File: src/rtl/bcd_cascade_counter.sv
// bcd_cascade_counter
//   Multi-digit radix-RADIX up/down counter. The digits sit in one packed
//   register and carries/borrows ripple between them within a single cycle.
//   Supports wrap, saturate-at-full-scale and saturate-at-limit modes. It also
//   has a step size, a synchronous parallel load and carry/borrow pulses, so
//   several instances can be chained.
//
// Ports
//   clk          in   rising-edge system clock
//   reset        in   asynchronous active-high reset
//   inc          in   count trigger (level, one step per clock)
//   up_down_sel  in   0 = up, 1 = down
//   step         in   step applied at digit 0 (>= RADIX treated as RADIX-1)
//   carry_in     in   cascade input, one extra unit in the current direction
//   mode         in   00 wrap, 01/11 saturate at full scale, 10 saturate at limit
//   limit        in   packed limit digits (digit 0 in LSBs), clamped per digit
//   load         in   synchronous load of load_val
//   load_val     in   packed load digits, clamped per digit
//   cnt_out      out  registered counter value
//   carry_out    out  registered one-cycle pulse on up-wrap
//   borrow_out   out  registered one-cycle pulse on down-wrap
//   at_limit     out  cnt equals the active ceiling (combinational)
//   is_zero      out  cnt equals zero (combinational)
module bcd_cascade_counter #(
  parameter int DIGITS = 4,
  parameter int RADIX  = 10,
  parameter int DW     = 4
) (
  input  logic                 clk,
  input  logic                 reset,
  input  logic                 inc,
  input  logic                 up_down_sel,
  input  logic [DW-1:0]        step,
  input  logic                 carry_in,
  input  logic [1:0]           mode,
  input  logic [DIGITS*DW-1:0] limit,
  input  logic                 load,
  input  logic [DIGITS*DW-1:0] load_val,
  output logic [DIGITS*DW-1:0] cnt_out,
  output logic                 carry_out,
  output logic                 borrow_out,
  output logic                 at_limit,
  output logic                 is_zero
);

  localparam int              W    = DIGITS * DW;
  localparam logic [DW-1:0]   DMAX = DW'(RADIX - 1);
  localparam logic [4:0]      RAD5 = 5'(RADIX);

  // Every digit at RADIX-1, i.e. the full-scale value.
  function automatic logic [W-1:0] fill_max();
    logic [W-1:0] r;
    r = '0;
    for (int i = 0; i < DIGITS; i++) begin
      r[i*DW +: DW] = DMAX;
    end
    return r;
  endfunction

  localparam logic [W-1:0] FS_VAL = fill_max();

  // Clamp each digit of a packed value to RADIX-1.
  function automatic logic [W-1:0] clamp_digits(input logic [W-1:0] v);
    logic [W-1:0] r;
    r = v;
    for (int i = 0; i < DIGITS; i++) begin
      if (v[i*DW +: DW] > DMAX) begin
        r[i*DW +: DW] = DMAX;
      end else begin
        r[i*DW +: DW] = v[i*DW +: DW];
      end
    end
    return r;
  endfunction

  // Ripple add of amt (0..RADIX) into digit 0; MSB of result is the overflow.
  // A digit plus an incoming carry never reaches 2*RADIX, so one subtraction
  // of RADIX per digit is enough.
  function automatic logic [W:0] add_amt(input logic [W-1:0] a, input logic [4:0] amt);
    logic [W-1:0] r;
    logic [4:0]   c;
    logic [4:0]   s;
    r = '0;
    c = amt;
    for (int i = 0; i < DIGITS; i++) begin
      s = 5'(a[i*DW +: DW]) + c;
      if (s >= RAD5) begin
        r[i*DW +: DW] = DW'(s - RAD5);
        c = 5'd1;
      end else begin
        r[i*DW +: DW] = DW'(s);
        c = 5'd0;
      end
    end
    return {c[0], r};
  endfunction

  // Ripple subtract of amt (0..RADIX) from digit 0; MSB of result is the underflow.
  function automatic logic [W:0] sub_amt(input logic [W-1:0] a, input logic [4:0] amt);
    logic [W-1:0] r;
    logic [4:0]   b;
    logic [4:0]   d;
    r = '0;
    b = amt;
    for (int i = 0; i < DIGITS; i++) begin
      d = 5'(a[i*DW +: DW]);
      if (b > d) begin
        r[i*DW +: DW] = DW'(d + RAD5 - b);
        b = 5'd1;
      end else begin
        r[i*DW +: DW] = DW'(d - b);
        b = 5'd0;
      end
    end
    return {b[0], r};
  endfunction

  logic [W-1:0] cnt_r;
  logic         carry_r;
  logic         borrow_r;

  logic [W-1:0] cnt_nxt_s;
  logic         carry_nxt_s;
  logic         borrow_nxt_s;
  logic [W-1:0] lim_s;
  logic [W-1:0] load_cl_s;
  logic [DW-1:0] step_cl_s;
  logic [4:0]   amt_s;
  logic [W:0]   sum_s;
  logic [W:0]   diff_s;
  logic [W-1:0] floor_s;

  // Operand conditioning: clamp digits/step and form the per-cycle amount.
  // Packed digits compare numerically because every digit is below RADIX.
  always_comb begin
    lim_s     = clamp_digits(limit);
    load_cl_s = clamp_digits(load_val);
    if (step > DMAX) begin
      step_cl_s = DMAX;
    end else begin
      step_cl_s = step;
    end
    amt_s  = (inc ? 5'(step_cl_s) : 5'd0) + (carry_in ? 5'd1 : 5'd0);
    sum_s  = add_amt(cnt_r, amt_s);
    diff_s = sub_amt(cnt_r, amt_s);
  end

  // Next-state selection: load > count > clamp > hold.
  always_comb begin
    cnt_nxt_s    = cnt_r;
    carry_nxt_s  = 1'b0;
    borrow_nxt_s = 1'b0;
    floor_s      = diff_s[W] ? '0 : diff_s[W-1:0];
    if (load) begin
      cnt_nxt_s = load_cl_s;
    end else if (amt_s != 5'd0) begin
      if (!up_down_sel) begin
        case (mode)
          2'b00: begin
            cnt_nxt_s   = sum_s[W-1:0];
            carry_nxt_s = sum_s[W];
          end
          2'b10: begin
            // An overflowing sum is above FS, hence above any limit.
            if (sum_s[W] || (sum_s[W-1:0] > lim_s)) begin
              cnt_nxt_s = lim_s;
            end else begin
              cnt_nxt_s = sum_s[W-1:0];
            end
          end
          default: begin
            cnt_nxt_s = sum_s[W] ? FS_VAL : sum_s[W-1:0];
          end
        endcase
      end else begin
        case (mode)
          2'b00: begin
            cnt_nxt_s    = diff_s[W-1:0];
            borrow_nxt_s = diff_s[W];
          end
          2'b10: begin
            cnt_nxt_s = (floor_s > lim_s) ? lim_s : floor_s;
          end
          default: begin
            cnt_nxt_s = floor_s;
          end
        endcase
      end
    end else if ((mode == 2'b10) && (cnt_r > lim_s)) begin
      cnt_nxt_s = lim_s;
    end else begin
      cnt_nxt_s = cnt_r;
    end
  end

  // State register with asynchronous reset.
  always_ff @(posedge clk or posedge reset) begin
    if (reset) begin
      cnt_r    <= '0;
      carry_r  <= 1'b0;
      borrow_r <= 1'b0;
    end else begin
      cnt_r    <= cnt_nxt_s;
      carry_r  <= carry_nxt_s;
      borrow_r <= borrow_nxt_s;
    end
  end

  // Output mapping; status flags follow the current mode/limit directly.
  always_comb begin
    cnt_out    = cnt_r;
    carry_out  = carry_r;
    borrow_out = borrow_r;
    at_limit   = (cnt_r == ((mode == 2'b10) ? lim_s : FS_VAL));
    is_zero    = (cnt_r == '0);
  end

endmodule

File: config.mk
export PLATFORM = sky130hd
export DESIGN_NAME = bcd_cascade_counter
export DESIGN_NICKNAME = d
export VERILOG_FILES = /design/src/rtl/bcd_cascade_counter.sv
export SDC_FILE = /design/constraint.sdc
export NUM_CORES = 1
export LEC_CHECK = 0
export ABC_AREA = 1
export BUFFER_PORTS_ARGS = -buffer_cell sky130_fd_sc_hd__clkbuf_2
export CAP_MARGIN = 25
export CORE_MARGIN = 3
export CORE_UTILIZATION = 55
export CTS_CLUSTER_SIZE = 12
export DETAILED_ROUTE_END_ITERATION = 16
export GPL_TIMING_DRIVEN = 1
export PLACE_DENSITY = 0.83
export SKIP_CTS_REPAIR_TIMING = 1
export SYNTH_ARGS = -nofsm -noshare
export SYNTH_HDL_FRONTEND = slang
export SYNTH_SLANG_ARGS = --single-unit
export TNS_END_PERCENT = 30
File: constraint.sdc
create_clock -name clk -period 6.1 [get_ports clk]
set_input_delay 1.22 -clock clk [delete_from_list [all_inputs] [get_ports clk]]
set_output_delay 1.22 -clock clk [all_outputs]
set_load 0.01 [all_outputs]
Word level (Yosys, flattened, before mapping)
Index checks and enable logic that the tools add are counted.
{ "word_totals": {"elab_cells": 98, "register_bits": 18, "output_inout_bits": 20, "input_bits": 44} }
{ "classes": {"reduce_logical": 6, "eq_ne": 2, "muxes": 46, "magnitude_cmp": 20, "add_sub_neg": 21} }
{ "op_table": {"columns": ["operator", "n"], "rows": [
  ["two-way mux 16 bit", 9],
  ["two-way mux 4 bit", 18],
  ["case mux 16 bit (2 select lines)", 2],
  ["greater-than comparator 16 bit", 3],
  ["greater-than comparator 4 bit, second input constant", 9],
  ["subtractor 4 bit", 8],
  ["adder 4 x 1 -> 5 bit", 4],
  [">= comparator 5 x 4 -> 1 bit, second input constant", 4],
  ["greater-than comparator 5 x 4 -> 1 bit", 4],
  ["two-way mux 1 bit", 17],
  ["adder 4 bit, second input constant", 4],
  ["equality test 16 bit", 1],
  ["zero test 16 bit", 1],
  ["subtractor 4 bit, second input constant", 4],
  ["adder 4 x 5 -> 5 bit", 1],
  ["nonzero test 5 bit", 1],
  ["nonzero test 3 bit", 1],
  ["equality test 2 bit, second input constant", 1],
  ["zero test 2 bit", 1],
  ["logical AND 1 bit", 1],
  ["logical OR 1 bit", 1]
]} }

Longest topological paths before layout
{ "logic_depth": {"word_depth": 23, "mapped_depth": 58} }

Worst setup path after synthesis
OpenSTA, ideal clock, no wires.
{ "synth_path": {"path_type": "input to register", "start": "input step[2]", "end": "register cnt_r[7] (netlist: cnt_out[7])", "path_stages": 55, "n_path_buf": 1, "arrival_ns": 8.204, "path_slack_ns": -2.220, "t_required_ns": 5.984, "path_cell_list": "o21ai_0 -> a21oi_1 -> ha_1 -> ha_1 -> xor2_2 -> inv_1 -> ha_1 -> buf_4 -> xor2_1 -> inv_1 -> ha_1 -> nand2_1 -> nand2_1 -> nand2_1 -> ha_1 -> ha_1 -> xor2_1 -> inv_1 -> (+19 left out) -> nand2_4 -> inv_8 -> ha_1 -> inv_1 -> ha_1 -> nand2_1 -> nor3_1 -> nand3_1 -> nand2_4 -> nand2_8 -> nand2_8 -> nand2_4 -> nor2_8 -> nand2_1 -> nand3_1 -> nand2_1 -> nand2_1 -> nand2_1"} }
{ "synth_between": {"elab_chain_cells": 23, "elab_cells_between_ends": 58, "cone_classes": "17 x add/sub; 11 x order compare; 27 x mux; 3 x reduce/logical"} }
{ "synth_rtl": {"columns": ["element", "line_no", "text"], "rows": [
  ["from (decl)", "33", "input logic [DW-1:0] step,"],
  ["greater-than comparator 4 bit", "138", "if (step > DMAX) begin"],
  ["two-way mux 4 bit *", "138", null],
  ["two-way mux 4 bit *", "143", "amt_s = (inc ? 5'(step_cl_s) : 5'd0) + (carry_in ? 5'd1 : 5'd0);"],
  ["adder 4 x 1 -> 5 bit *", "143", null],
  ["adder 4 x 5 -> 5 bit", "86", "s = 5'(a[i*DW +: DW]) + c;"],
  [">= comparator 5 x 4 -> 1 bit", "87", "if (s >= RAD5) begin"],
  ["two-way mux 1 bit", "87", null],
  ["adder 4 x 1 -> 5 bit", "86", null],
  ["(+7 left out)", null, null],
  ["two-way mux 4 bit", "87", null],
  ["greater-than comparator 16 bit", "165", "if (sum_s[W] || (sum_s[W-1:0] > lim_s)) begin"],
  ["logical OR 1 bit", "165", null],
  ["two-way mux 16 bit", "165", null],
  ["case mux 16 bit (2 select lines)", "158", "case (mode)"],
  ["two-way mux 16 bit", "157", "if (!up_down_sel) begin"],
  ["two-way mux 16 bit", "156", "end else if (amt_s != 5'd0) begin"],
  ["two-way mux 16 bit", "154", "if (load) begin"],
  ["to (signal assigned)", "203", "cnt_r <= cnt_nxt_s;"],
  ["to (decl)", "118", "logic [W-1:0] cnt_r;"]
]} }
Every way passes the cells marked *; elsewhere a longest branch is shown, timed or not.
A chain may end at the register's enable or synchronous reset.

Worst setup path in the final report
{ "layout_path": {"start": "input step[1]", "end": "register cnt_r[5] (netlist: cnt_out[5])"} }
Same word-level chain as after synthesis.

==> metrics.yaml <==
sta:
  rsz0062_at_grt: "yes"
  worst_pin_slew_ns: 0.841
  fin_ws_ns: -1.68
  fmax_ghz: 0.128
  hold_viol_final: 0
  fin_skew_ns: 0.00559
  slew_violations: 0
  setup_viol: 17
  finalCritPeriodShare_pct: 128
  finalCriticalPeriod_ns: 7.78
  maxSlewHeadroom_pct: 43.9
  finalSetupTns_ns: -25.96
setup_path:
  cp_max_fo: 6
  critPathMaxStageDelay_ns: 0.31
  r2r_slack_ns: -0.56
  crit_buf_inv: 9
  crit_top_cell: "ha_4"
  r2r_end: "cnt_out[5]"
  crit_slowest_cell: "ha_4"
  critical_path_class: "input pin to flop"
  endpoint_kind: "flop"
  crit_family: "adder cells"
  required_ns: 6.31
  crit_arrival_ns: 7.99
  rr_worst_depth: 50
  cp-start-kind: "input pin"
  r2r_start: "cnt_out[0]"
floorplanning:
  initial_core_util_pct: 57.3
  boundaryPins: 64
  die_w_um: 102
  die_area_mm2: 0.0104
  coreArea_mm2: 0.00885
  die_h_um: 102
  row_count: 34
drt:
  drt_iter0_markers: 697
  drtAntennaViolNets: 0
  first_pass_iters: 8
  wl_per_cell_um: 16.8
  drc: 0
  drt_wl_total_um: 18200
  vias: 6150
  viasPerCell: 5.69
synthesis:
  synthArstFlopShare_pct: 100
  ys_ff_latch: 18
  syn_inst: 813
  ys.flop_type: "dfrtp_1"
  synth-edff-count: 0
  syn_nets: 955
  ys_seq_area_share_pct: 8.88
  ys.warnings.count: 0
  syn_area_mm2: 0.00507
  ys_types: 50
  synth_area_per_cell_um2: 6.24
place:
  dpl.hpwl_um: 14200
  gp_congestion: 1.01
  dp.cells: 1067
  port_buffers: 63
global_route:
  grt_overflow: 0
  grt_pass1_vias: 5666
  grt_usage_pct: 33.7
  antenna_found_initial: 0
  grt_max_degree: 19
  grt_pass1_wl_um: 27400
pwr:
  power_w: 0.00437
  ir_drop_v: 0.000377
  leakage_nw: 3.67
  powerDensity_mw_per_mm2: 647
cts:
  clock_latency_ns: 0.27
  cts_sinks: 18
  cts_htree_levels: 1
  root_buffer: "clkbuf_8"
  cts_tree: "yes"
  path_clk_slew_ns: 0.09
  clockBufferDepth: 2
  cts_buffers: 3
cells_and_area:
  drive_gt1_share_pct: 28.2
  fin_nets: 1115
  area_growth_pct: 33.3
  fillers: 723
  instances_no_fill: 1080
  fin_util_pct: 76.4
  diodes: 0
worst_hold_path:
  hold_end: "cnt_out[7]"
  hold_class: "flop to flop"
  hold_path_depth: 2
  worstHoldStart: "cnt_out[7]"
outcome:
  status: "finished with violations"
  violations: "setup timing"
run:
  maxCapViolCount: 0
[where the power goes]
group	internal [W]	total, W	switching (W)	leakage (nW)
clock network	0.0000577	0.000111	0.0000532	0.0288
logic	0.00184	0.00398	0.00214	3.43
registers	0.000160	0.000285	0.000124	0.220
[placed cells by master (no fill, tap or decap), types with 5 or more instances in the layout]
cell / count
nand4_1: 13
inv_1: 109
buf_4: 105
nor2_1: 88
xor2_1: 21
a21oi_2: 9
nand2_2: 12
o21ai_1: 9
o21ai_0: 37
a21oi_1: 38
inv_2: 17
nor4_1: 5
xnor2_1: 5
ha_4: 15
ha_1: 78
clkbuf_2: 60
nand3_1: 48
buf_6: 5
o211ai_1: 5
nand2_1: 187
dfrtp_1: 18
[synthesized netlist by cell type, types with 2 or more instances]
library cell | instances | area (um^2)
nand2_1 | 197 | 739
o31ai_1 | 4 | 30.0
a21o_1 | 3 | 22.5
o21ai_1 | 7 | 35.0
a21oi_1 | 47 | 235
xnor2_1 | 5 | 43.8
nor2_1 | 89 | 334
or2_2 | 4 | 25.0
inv_1 | 119 | 447
nand3b_1 | 3 | 22.5
nand4_1 | 13 | 81.3
nor2_2 | 4 | 25.0
or2_1 | 2 | 12.5
ha_1 | 94 | 1180
buf_2 | 6 | 30.0
fa_1 | 4 | 80.1
clkbuf_1 | 4 | 15.0
o211ai_1 | 5 | 37.5
a22oi_1 | 4 | 30.0
o21ai_0 | 41 | 205
nand3_2 | 4 | 40.0
nand2_2 | 4 | 25.0
xor2_1 | 26 | 228
nand3_1 | 50 | 250
a31oi_1 | 4 | 25.0
nor3_1 | 6 | 30.0
nand2_4 | 3 | 33.8
nand2_8 | 2 | 40.0
buf_1 | 2 | 7.51
dfrtp_1 | 18 | 450
xor2_2 | 2 | 32.5
nor4_1 | 5 | 31.3
buf_6 | 2 | 22.5
nor2_8 | 2 | 40.0
o22ai_1 | 4 | 25.0
inv_2 | 10 | 37.5
[worst min-delay path: stages (launching register included)]
cell and delay (ns):
dfrtp_1 0.48, nand2_1 0.10, nand2_1 0.05
[logic make-up after synthesis]
| logic type | share of synthesized area [%] |
|---|---|
| AOI/OAI and AO/OA | 13.9 |
| xor gates and xnor gates | 6.00 |
| DFF | 8.88 |
| and+or+nand+nor | 35.0 |
| adders and majority gates | 24.8 |
| buffers and inverters | 11.5 |
[flip-flops by register name, summed over array words and instances (netlist names)]
register,cells
cnt_out,16
borrow_out,1
carry_out,1
[cell type report]
| cell class | instances | area [um^2] | area share [%] |
|---|---|---|---|
| Timing Repair Buffer | 170 | 1140 | 16.9 |
| Clock buffer | 4 | 55.1 | 0.815 |
| Inverter | 131 | 507 | 7.50 |
| Sequential cell | 18 | 450 | 6.66 |
| Tap cell | 108 | 135 | 2.00 |
| Multi-Input combinational cell | 649 | 4470 | 66.1 |
[per-layer routing]
layer | global-route usage [%] | wire, um | part of all wire [%]
met1 | 45.1 | 7170 | 39
met2 | 53.7 | 8120 | 45
met3 | 7.37 | 2200 | 12
met4 | 11.6 | 710 | 3.9
met5 | 0 | 0 | 0
[through the flow]
step / area (um^2) / hold slack (ns) / worst slack [ns]
after floorplan: 5270 / 0.611 / -1.53
after global placement: 6370 / 0.631 / -1.79
after detailed placement: 6370 / 0.647 / -2.06
after CTS: 6420 / 0.657 / -1.82
after global routing: 6760 / 0.696 / -1.99
final: 6760 / 0.661 / -1.68
[worst max-delay path by stage]
| stage | cells past startpoint | to | from | slack, ns |
|---|---|---|---|---|
| after floorplan | 55 | cnt_out[7] | step[2] | -1.53 |
| after global placement | 54 | cnt_out[10] | step[2] | -1.79 |
| after detailed placement | 54 | cnt_out[10] | step[2] | -2.06 |
| after CTS | 54 | cnt_out[10] | step[2] | -1.82 |
| after global routing | 55 | cnt_out[5] | step[1] | -1.99 |
| final | 55 | cnt_out[5] | step[1] | -1.68 |
Note: power is estimated with default switching activity, not from simulation.
